### src/rtl/seven_seg_pkg.sv
// Shared types and constants for the seven-segment scan controller and its decoder.
package seven_seg_pkg;

  typedef enum logic [1:0] {
    ST_IDLE  = 2'd0,
    ST_SHOW  = 2'd1,
    ST_BLANK = 2'd2
  } state_e;

  localparam logic [6:0] SEG_OFF = 7'h7F;

  // Width of a digit index; never below one bit.
  function automatic int unsigned sel_width(input int unsigned n);
    return (n <= 32'd1) ? 32'd1 : 32'($clog2(n));
  endfunction

endpackage

### src/rtl/seven_seg_scan_ctrl_dec.sv
// Combinational hex nibble to active-low seven-segment pattern {g,f,e,d,c,b,a}.
module seven_seg_scan_ctrl_dec (
  input  logic [3:0] nibble_i,
  output logic [6:0] seg_c
);

  always_comb begin
    seg_c = 7'h7F;
    case (nibble_i)
      4'h0: seg_c = 7'h40;
      4'h1: seg_c = 7'h79;
      4'h2: seg_c = 7'h24;
      4'h3: seg_c = 7'h30;
      4'h4: seg_c = 7'h19;
      4'h5: seg_c = 7'h12;
      4'h6: seg_c = 7'h02;
      4'h7: seg_c = 7'h78;
      4'h8: seg_c = 7'h00;
      4'h9: seg_c = 7'h10;
      4'hA: seg_c = 7'h08;
      4'hB: seg_c = 7'h03;
      4'hC: seg_c = 7'h46;
      4'hD: seg_c = 7'h21;
      4'hE: seg_c = 7'h06;
      4'hF: seg_c = 7'h0E;
      default: seg_c = 7'h7F;
    endcase
  end

endmodule

### src/rtl/seven_seg_scan_ctrl.sv
// Time-multiplexed scan controller for a common-anode seven-segment display.
// New values are double-buffered and only take effect at frame boundaries.
module seven_seg_scan_ctrl
  import seven_seg_pkg::*;
#(
  parameter int unsigned NUM_DIGITS = 4,
  parameter int unsigned DWELL      = 1000,
  parameter int unsigned BLANK      = 2,
  parameter int unsigned LZ_BLANK   = 1
) (
  input  logic                      clk,
  input  logic                      rst_n,
  input  logic                      en,
  input  logic                      load_val,
  output logic                      load_rdy,
  input  logic [4*NUM_DIGITS-1:0]   load_data,
  output logic [NUM_DIGITS-1:0]     dig_en_n,
  output logic [6:0]                seg,
  output logic                      frame_done
);

  localparam int unsigned DW   = 4 * NUM_DIGITS;
  localparam int unsigned IW   = sel_width(NUM_DIGITS);
  localparam int unsigned CMAX = (DWELL > BLANK) ? DWELL : BLANK;
  localparam int unsigned CW   = $clog2(CMAX + 1);

  localparam logic [IW-1:0] LAST_IDX  = IW'(NUM_DIGITS - 1);
  localparam logic [CW-1:0] DWELL_END = CW'(DWELL - 1);
  localparam logic [CW-1:0] BLANK_END = CW'(BLANK - 1);

  state_e                state_q, state_d;
  logic [IW-1:0]         idx_q, idx_d, idx_nxt;
  logic [CW-1:0]         cnt_q, cnt_d;
  logic [DW-1:0]         disp_q, disp_d;
  logic [DW-1:0]         pend_q, pend_d;
  logic                  pend_flag_q, pend_flag_d;
  logic [NUM_DIGITS-1:0] dig_en_n_q, dig_en_n_d;
  logic [6:0]            seg_q, seg_d;
  logic                  frame_done_q, frame_done_d;
  logic                  load_rdy_q, load_rdy_d;
  logic                  frame_end;
  logic                  commit;
  logic                  xfer;
  logic [NUM_DIGITS-1:0] lz_mask;
  logic [3:0]            nib_sel;
  logic [6:0]            dec_seg;

  // State register plus all registered datapath and outputs.
  always_ff @(posedge clk or negedge rst_n) begin
    if (!rst_n) begin
      state_q      <= ST_IDLE;
      idx_q        <= '0;
      cnt_q        <= '0;
      disp_q       <= '0;
      pend_q       <= '0;
      pend_flag_q  <= 1'b0;
      dig_en_n_q   <= '1;
      seg_q        <= SEG_OFF;
      frame_done_q <= 1'b0;
      load_rdy_q   <= 1'b1;
    end else begin
      state_q      <= state_d;
      idx_q        <= idx_d;
      cnt_q        <= cnt_d;
      disp_q       <= disp_d;
      pend_q       <= pend_d;
      pend_flag_q  <= pend_flag_d;
      dig_en_n_q   <= dig_en_n_d;
      seg_q        <= seg_d;
      frame_done_q <= frame_done_d;
      load_rdy_q   <= load_rdy_d;
    end
  end

  assign idx_nxt = (idx_q == LAST_IDX) ? '0 : idx_q + 1'b1;

  // Next-state: dwell/blank timing and digit sequencing.
  always_comb begin
    state_d   = state_q;
    idx_d     = idx_q;
    cnt_d     = cnt_q;
    frame_end = 1'b0;
    if (!en) begin
      state_d = ST_IDLE;
      idx_d   = '0;
      cnt_d   = '0;
    end else begin
      case (state_q)
        ST_IDLE: begin
          state_d = ST_SHOW;
          idx_d   = '0;
          cnt_d   = '0;
        end
        ST_SHOW: begin
          if (cnt_q == DWELL_END) begin
            cnt_d     = '0;
            frame_end = (idx_q == LAST_IDX);
            if (BLANK == 0) begin
              idx_d = idx_nxt;
            end else begin
              state_d = ST_BLANK;
            end
          end else begin
            cnt_d = cnt_q + 1'b1;
          end
        end
        ST_BLANK: begin
          if (cnt_q == BLANK_END) begin
            state_d = ST_SHOW;
            idx_d   = idx_nxt;
            cnt_d   = '0;
          end else begin
            cnt_d = cnt_q + 1'b1;
          end
        end
        default: begin
          state_d = ST_IDLE;
          idx_d   = '0;
          cnt_d   = '0;
        end
      endcase
    end
  end

  // Double buffer: a pending value lands at a frame end, or at once when dark.
  always_comb begin
    commit      = pend_flag_q & (frame_end | (state_q == ST_IDLE) | ~en);
    xfer        = load_val & ~pend_flag_q;
    disp_d      = commit ? pend_q : disp_q;
    pend_d      = xfer ? load_data : pend_q;
    pend_flag_d = xfer | (pend_flag_q & ~commit);
  end

  for (genvar g = 0; g < NUM_DIGITS; g++) begin : g_lz
    assign lz_mask[g] = (LZ_BLANK != 0) && (g != 0) && (disp_d[DW-1:4*g] == '0);
  end

  assign nib_sel = disp_d[{idx_d, 2'b00} +: 4];

  seven_seg_scan_ctrl_dec u_dec (
    .nibble_i (nib_sel),
    .seg_c    (dec_seg)
  );

  // Output decode from the upcoming state so seg and digit enable move together.
  always_comb begin
    dig_en_n_d   = '1;
    seg_d        = SEG_OFF;
    frame_done_d = frame_end;
    load_rdy_d   = ~pend_flag_d;
    if (state_d == ST_SHOW && !lz_mask[idx_d]) begin
      dig_en_n_d[idx_d] = 1'b0;
      seg_d             = dec_seg;
    end
  end

  assign dig_en_n   = dig_en_n_q;
  assign seg        = seg_q;
  assign frame_done = frame_done_q;
  assign load_rdy   = load_rdy_q;

endmodule

### config.mk
export PLATFORM = sky130hd
export DESIGN_NAME = seven_seg_scan_ctrl
export DESIGN_NICKNAME = d
export VERILOG_FILES = /design/src/rtl/seven_seg_pkg.sv /design/src/rtl/seven_seg_scan_ctrl_dec.sv /design/src/rtl/seven_seg_scan_ctrl.sv
export SDC_FILE = /design/constraint.sdc
export NUM_CORES = 1
export LEC_CHECK = 0
export BUFFER_PORTS_ARGS = -buffer_cell sky130_fd_sc_hd__buf_2
export CELL_PAD_IN_SITES_DETAIL_PLACEMENT = 0
export CELL_PAD_IN_SITES_GLOBAL_PLACEMENT = 2
export CORE_UTILIZATION = 30
export CTS_CLUSTER_DIAMETER = 200
export CTS_CLUSTER_SIZE = 8
export DETAILED_ROUTE_END_ITERATION = 10
export GPL_TIMING_DRIVEN = 0
export HOLD_SLACK_MARGIN = 0.06
export PLACE_DENSITY = 0.7
export SYNTH_ARGS = -nofsm -noshare
export SYNTH_HDL_FRONTEND = slang
export SYNTH_HIERARCHICAL = 1
export SYNTH_SLANG_ARGS = --single-unit
export TNS_END_PERCENT = 1
### constraint.sdc
create_clock -name clk -period 4.4 [get_ports clk]
set_input_delay 0.88 -clock clk [delete_from_list [all_inputs] [get_ports clk]]
set_output_delay 0.88 -clock clk [all_outputs]
set_load 0.1 [all_outputs]
* Word-level counts from Yosys, hierarchy flattened
Memory sizes are Yosys's and may differ from the RTL's.
Index checks and enable logic that the tools add are counted.
** Word-level totals
- Register bits after elaboration :: 60
- ROM bits :: 112
- Input bits :: 20
- Output and inout port bits :: 13
- Word-level logic and storage cells :: 62
- Memories kept :: 1
** Memories
- (no name shown) :: words 16, bits a word 7, rd ports 1, clocked after Yosys merged registers in 0, wr ports 0, line seven_seg_scan_ctrl_dec.sv:9 : case (nibble_i)
** Operators by class
- Add/subtract/negate cells :: 2
- Order comparisons :: 2
- Equality and inequality tests :: 6
- Shift operators :: 1
- Muxes and demuxes :: 22
- Bitwise operators :: 11
- Reduce and logical (&&, ||, !) cells :: 7
** Operator list (number)
- 10-bit 2-to-1 mux :: 3
- 10-bit one-hot mux with 2 select lines :: 1
- 16-bit 2-to-1 mux :: 1
- 16-bit by 5-bit variable part select with 4-bit output :: 1
- 12-bit zero test :: 1
- 2-bit 2-to-1 mux :: 6
- 10-bit by 1-bit adder with 10-bit output, second input constant :: 1
- 10-bit by 1-bit == test with 1-bit output, second input constant :: 1
- 10-bit == test, second input constant :: 1
- 8-bit zero test :: 1
- 7-bit 2-to-1 mux :: 1
- 2-bit one-hot mux with 3 select lines :: 1
- 1-bit 2-to-1 mux :: 5
- 2-bit by 1-bit == test with 1-bit output, second input constant :: 2
- 2-bit == test, second input constant :: 2
- 4-bit zero test :: 1
- 4-bit 2-to-1 mux :: 1
- 1-bit inverter :: 4
- 4-bit inverter :: 1
- 2-bit one-hot mux with 2 select lines :: 1
- 1-bit bitwise AND :: 3
- 2-bit by 3-bit < comparator with 1-bit output, second input constant :: 1
- 1-bit bitwise OR :: 3
- 2-bit by 1-bit adder with 2-bit output, second input constant :: 1
- other kinds (6) :: 7

* Longest topological paths before layout
- Word-level depth :: 14
- Gate-level depth with buffers :: 16
- Depth with buffers taken out :: 15

* Modules after synthesis
The synthesis kept the hierarchy.
** Modules (own cells, without submodules)
- seven_seg_scan_ctrl :: times used 1, cells each 242, area an instance 2921.6 µm², seq. area each 1516.5 µm²
- seven_seg_scan_ctrl_dec :: times used 1, cells each 32, area an instance 275.3 µm², seq. area each 0.0 µm²

* Least setup slack after synthesis
OpenSTA, ideal clock, no wires.
- Kind :: in2reg
- From :: in en
- To :: reg seg_q[3], in the netlist seg[3]
- Setup time :: 0.090 ns
- Data arrival time :: 3.284 ns
- Path slack :: 1.026 ns
- Stages :: 12
- Buffers on the path :: 1
- Path through :: nand4bb_1 > nor4_4 > o21ai_2 > buf_6 > or2_2 > o221ai_1 > inv_1 > ha_1 > inv_1 > mux4_1 > nor2_1 > nand2_1
** RTL lines
- from (decl) :: line seven_seg_scan_ctrl.sv:13 : input logic en,
- 1-bit 2-to-1 mux :: line seven_seg_scan_ctrl.sv:83 : if (!en) begin
- net frame_done_d :: line seven_seg_scan_ctrl.sv:39 : logic frame_done_q, frame_done_d;
- 1-bit bitwise OR (2 in series) :: line seven_seg_scan_ctrl.sv:127 : commit = pend_flag_q & (frame_end | (state_q == ST_IDLE) | ~en);
- 1-bit bitwise AND :: line seven_seg_scan_ctrl.sv:127
- 16-bit 2-to-1 mux :: line seven_seg_scan_ctrl.sv:129 : disp_d = commit ? pend_q : disp_q;
- 16-bit by 5-bit variable part select with 4-bit output :: line seven_seg_scan_ctrl.sv:138 : assign nib_sel = disp_d[{idx_d, 2'b00} +: 4];
- net nib_sel[1] :: line seven_seg_scan_ctrl.sv:45 : logic [3:0] nib_sel;
- memory 16 x 7 bit
- net dec_seg[3] :: line seven_seg_scan_ctrl.sv:46 : logic [6:0] dec_seg;
- 7-bit 2-to-1 mux :: line seven_seg_scan_ctrl.sv:151 : if (state_d == ST_SHOW && !lz_mask[idx_d]) begin
- net seg_d[3] :: line seven_seg_scan_ctrl.sv:38 : logic [6:0] seg_q, seg_d;
- to (signal assigned) :: line seven_seg_scan_ctrl.sv:69 : seg_q <= seg_d;
- to (decl) :: line seven_seg_scan_ctrl.sv:38
The timed path passes the listed nets, and every way through them passes these cells. The select of a mux whose other input is x is not followed.
A chain may end at the register's enable or synchronous reset.

* Final worst setup path
- From :: reg cnt_q[1]
- To :: reg seg_q[0], in the netlist seg[0]
** RTL lines
- from (decl) :: line seven_seg_scan_ctrl.sv:33 : logic [CW-1:0] cnt_q, cnt_d;
- from (signal assigned) :: line seven_seg_scan_ctrl.sv:64 : cnt_q <= cnt_d;
- 10-bit by 1-bit == test with 1-bit output :: line seven_seg_scan_ctrl.sv:108 : if (cnt_q == BLANK_END) begin
- 2-bit 2-to-1 mux :: line seven_seg_scan_ctrl.sv:108
- 2-bit one-hot mux with 2 select lines :: line seven_seg_scan_ctrl.sv:88 : case (state_q)
- 2-bit 2-to-1 mux :: line seven_seg_scan_ctrl.sv:83
- net idx_d[1] :: line seven_seg_scan_ctrl.sv:32 : logic [IW-1:0] idx_q, idx_d, idx_nxt;
- 16-bit by 5-bit variable part select with 4-bit output :: line seven_seg_scan_ctrl.sv:138
- net nib_sel[1] :: line seven_seg_scan_ctrl.sv:45
- memory 16 x 7 bit
- net dec_seg[0] :: line seven_seg_scan_ctrl.sv:46
- 7-bit 2-to-1 mux :: line seven_seg_scan_ctrl.sv:151
- net seg_d[0] :: line seven_seg_scan_ctrl.sv:38
The timed path passes the listed nets, and every way through them passes these cells. The select of a mux whose other input is x is not followed.

==> results.md <==
- Minimum clock period: 3.941 ns
- Worst reg2reg path endpoint: seg[0]
- Hold endpoint: disp_q[1]
- Clock buffer count from CTS: 9
- Worst-path clk slew: ~0.070 ns
- All-Layer GR Usage: 13.37%
- Run status: finished clean
- Clock buffer depth: 2
- Area contributors post-synth: dfrtp_1, mux2_2, dfstp_2
- Syn. warnings: 6
- CORE AREA: 10320 µm²
- Floorplan row count: 37
- Synth unique cells: 55
- Fraction of synthesis flops using an asynchronous set or reset pin: 100.0%
- Synthesis-to-layout area growth: 16.40%
- Footprint of the multi-input gates: 1574 µm²
- Die area: 11070 µm²
- Worst-Margin Slew: about 0.77 ns
- Post-DRT Antenna Nets: 0
- RSZ-0062 raised after global routing: no
- Cell Area, Synth: roughly 3200 µm²
- Initial DRT Pass Iterations: 4
- Start of the worst register-to-register path: cnt_q[1]
- Clock Tree Root: clkbuf_8
- Clk Latency, worst-skew pair: between 0.3 and 0.4 ns
- Lkg Pwr: roughly 1.7 nW
- Via Count: 2227
- TNS Setup: 0 ns
- Slew margin rel.: ~48%
- Post-synthesis register bit count: 60
- Gp weighted congestion: about 0.75
- Port Buffers: 32
- Starting Density: a little under a third
- Die Height: 105.2 µm
- Synth area leader: dfrtp_1
- Peak supply drop: ~0.00042 V
- Mapped Cells: approximately 270
- Critical path endpoint category: flop
- Hold Crit Class: reg2reg
- Register-to-Register Path Depth: 15
- Global-route wire length before repair: ~11000 µm
- Largest net degree at the start of global routing: slightly above 60
- Register area share after synthesis: 47.44%
- EDFF count, synth: 0
- Crit path arrival time: between 4 and 5 ns
- Reg2Reg Setup Slack: approximately 0.46 ns
- Grt total ovfl: 0
- Max-Cap Viols: 0
- Critical path class: reg2reg
- Final setup fails: 0
- WL final: about 6700 µm
- Register area: 1516 µm²
- Critical Path RT: between 4 and 5 ns
- Filler cell count: 1066
- Final instance area: ~3700 µm²
- Hold path depth: 1
- CTS sink count: 60
- Slew Limit Fails: 0
- Layout cells sized above 1: 34.78%
- Vias/cell: ~4.9
- Top FF cell, synth: dfrtp_1
- Power Density: ~680 nW/µm²
- Avg Cell Area, Syn: roughly 12 µm²
- Post-DP HPWL: just under 5000 µm
- Placed instance area: between 3000 and 4000 µm²
- Drt wl/cell: 14.60 µm
- Hold-fix buffers, CTS: 0
- Startpoint type of the worst setup path: flop
- Vias in the first global route: about 2.2k
- Clock skew: 0.01121 ns
- Ant diodes: 0
- Final Core Density: 36.04%
- DRC Markers: 0
- Final Hold Fails: 0
- Post-route clock period utilization: between 80% and 90%
- H-tree depth: 3
- Setup bufs post-CTS: 0
- Die width: 105.2 µm
- Syn_nets: 308
- Yosys top cell area share: around 38%
- CTS tree: done
- CTS resizes: 0
- Initial antenna violation count: 0
- CP max FO: 8
- Fin nets: between 300 and 400
- Ports: 33
- Fmax: 0.2538 GHz
- Worst Hold Launch: disp_q[1]
- Iteration-0 DRC Markers: 55
==> how the worst max path moves through the flow <==
stage	from	endpoint	slack, ns	cells past startpoint
after global placement	en	seg[3]	0.38	14
after floorplan	en	seg[3]	1.03	12
after CTS	cnt_q[1]	seg[0]	0.49	15
after global routing	cnt_q[1]	seg[0]	0.08	15
after detailed placement	en	seg[3]	0.35	14
final	cnt_q[1]	seg[0]	0.46	15
==> power by group <==
group / internal (mW) / leakage, nW / switching (mW)
Clock: 0.271 / 0.103 / 0.214
Sequential: 0.771 / 0.720 / 0.127
Combinational: 0.471 / 0.844 / 0.694
==> critical path, cell delays in order (launching register included) <==
cell and delay, ns:
dfrtp_1 0.41, inv_1 0.06, ha_1 0.14, nor4b_2 0.32
and3_2 0.32, mux2i_1 0.67, inv_1 0.18, nand2_1 0.19
o221ai_1 0.29, inv_1 0.26, ha_1 0.21, and2b_2 0.23
or3b_1 0.36, o21ai_0 0.08, nor2_1 0.07, nand2_1 0.08
==> stage by stage <==
stage / worst slack (ns) / instances / total power, mW / hold slack [ns]
after floorplan: 1.026 / 274 / 1.846 / 0.4707
after global placement: 0.3816 / 442 / 2.071 / 0.4935
after detailed placement: 0.3482 / 442 / 2.084 / 0.4989
after CTS: 0.4948 / 458 / 2.585 / 0.5147
after global routing: 0.07880 / 458 / 2.718 / 0.5249
final: 0.4593 / 458 / 2.548 / 0.5101
==> kinds of logic (layout without fill, tap and decap cells) <==
| logic type | Yosys count | in the layout | synth area share (%) |
|---|---|---|---|
| buffers and inverters | 23 | 71 | 3.327 |
| multiplexers | 49 | 49 | 17.65 |
| AO/OA/AOI/OAI | 32 | 32 | 8.964 |
| AND/OR/NAND/NOR | 89 | 89 | 15.23 |
| adder cells (fa/ha/maj) | 14 | 14 | 5.480 |
| XOR/XNOR | 7 | 7 | 1.918 |
| flip-flops | 60 | 60 | 47.44 |
==> sequential cells by signal, summed over array words and instances (netlist names) <==
register and count:
idx_q 2, disp_q 16, cnt_q 10, dig_en_n 4, pend_q 16, seg 7
load_rdy 1, frame_done 1, pend_flag_q 1, state_q 2
==> layout make-up <==
| type | instances | area share (%) |
|---|---|---|
| Buffer | 9 | 1.446 |
| Clock buffer | 10 | 3.699 |
| Clock inverter | 6 | 1.446 |
| Inverter | 14 | 1.412 |
| Multi-Input combinational cell | 191 | 42.30 |
| Sequential cell | 60 | 40.75 |
| Tap cell | 136 | 4.573 |
| Timing Repair Buffer | 32 | 4.371 |
==> layout by cell type (no fill, tap or decap), types with 2 or more instances in the layout <==
master,instances
dfstp_2,12
clkbuf_8,10
o21ai_0,6
ha_1,14
clkinv_2,4
or3_1,2
clkbuf_1,2
a32oi_1,3
xor2_1,3
and3_1,4
mux2_2,30
xnor2_1,4
nand4_1,2
o221ai_1,3
mux2_4,4
inv_1,14
mux2i_1,14
dfrtp_1,48
buf_6,2
nand2_1,17
nand2b_1,3
nor3_1,3
buf_2,35
nor4_1,7
o211ai_1,2
nor2_1,28
a22o_1,2
nand3_1,10
a21oi_1,2
o221ai_2,2
==> cell usage after synthesis, drive strengths merged (3+ instances only) <==
cell / count
nor4: 8
nand2b: 3
o221ai: 5
inv: 14
mux2: 34
xor2: 3
ha: 14
buf: 7
o21ai: 7
and3: 5
mux2i: 14
dfrtp: 48
xnor2: 4
nand4: 3
nand2: 17
nand3: 10
a32oi: 4
nor2: 28
dfstp: 12
nor3: 3
==> metal layers <==
metal	routed length, µm	GRT usage (%)
met1	3286	18.25
met2	3101	20.30
met3	189	2.288
met4	109	6.942
met5	0	0
Note: power is estimated with default switching activity, not from simulation.
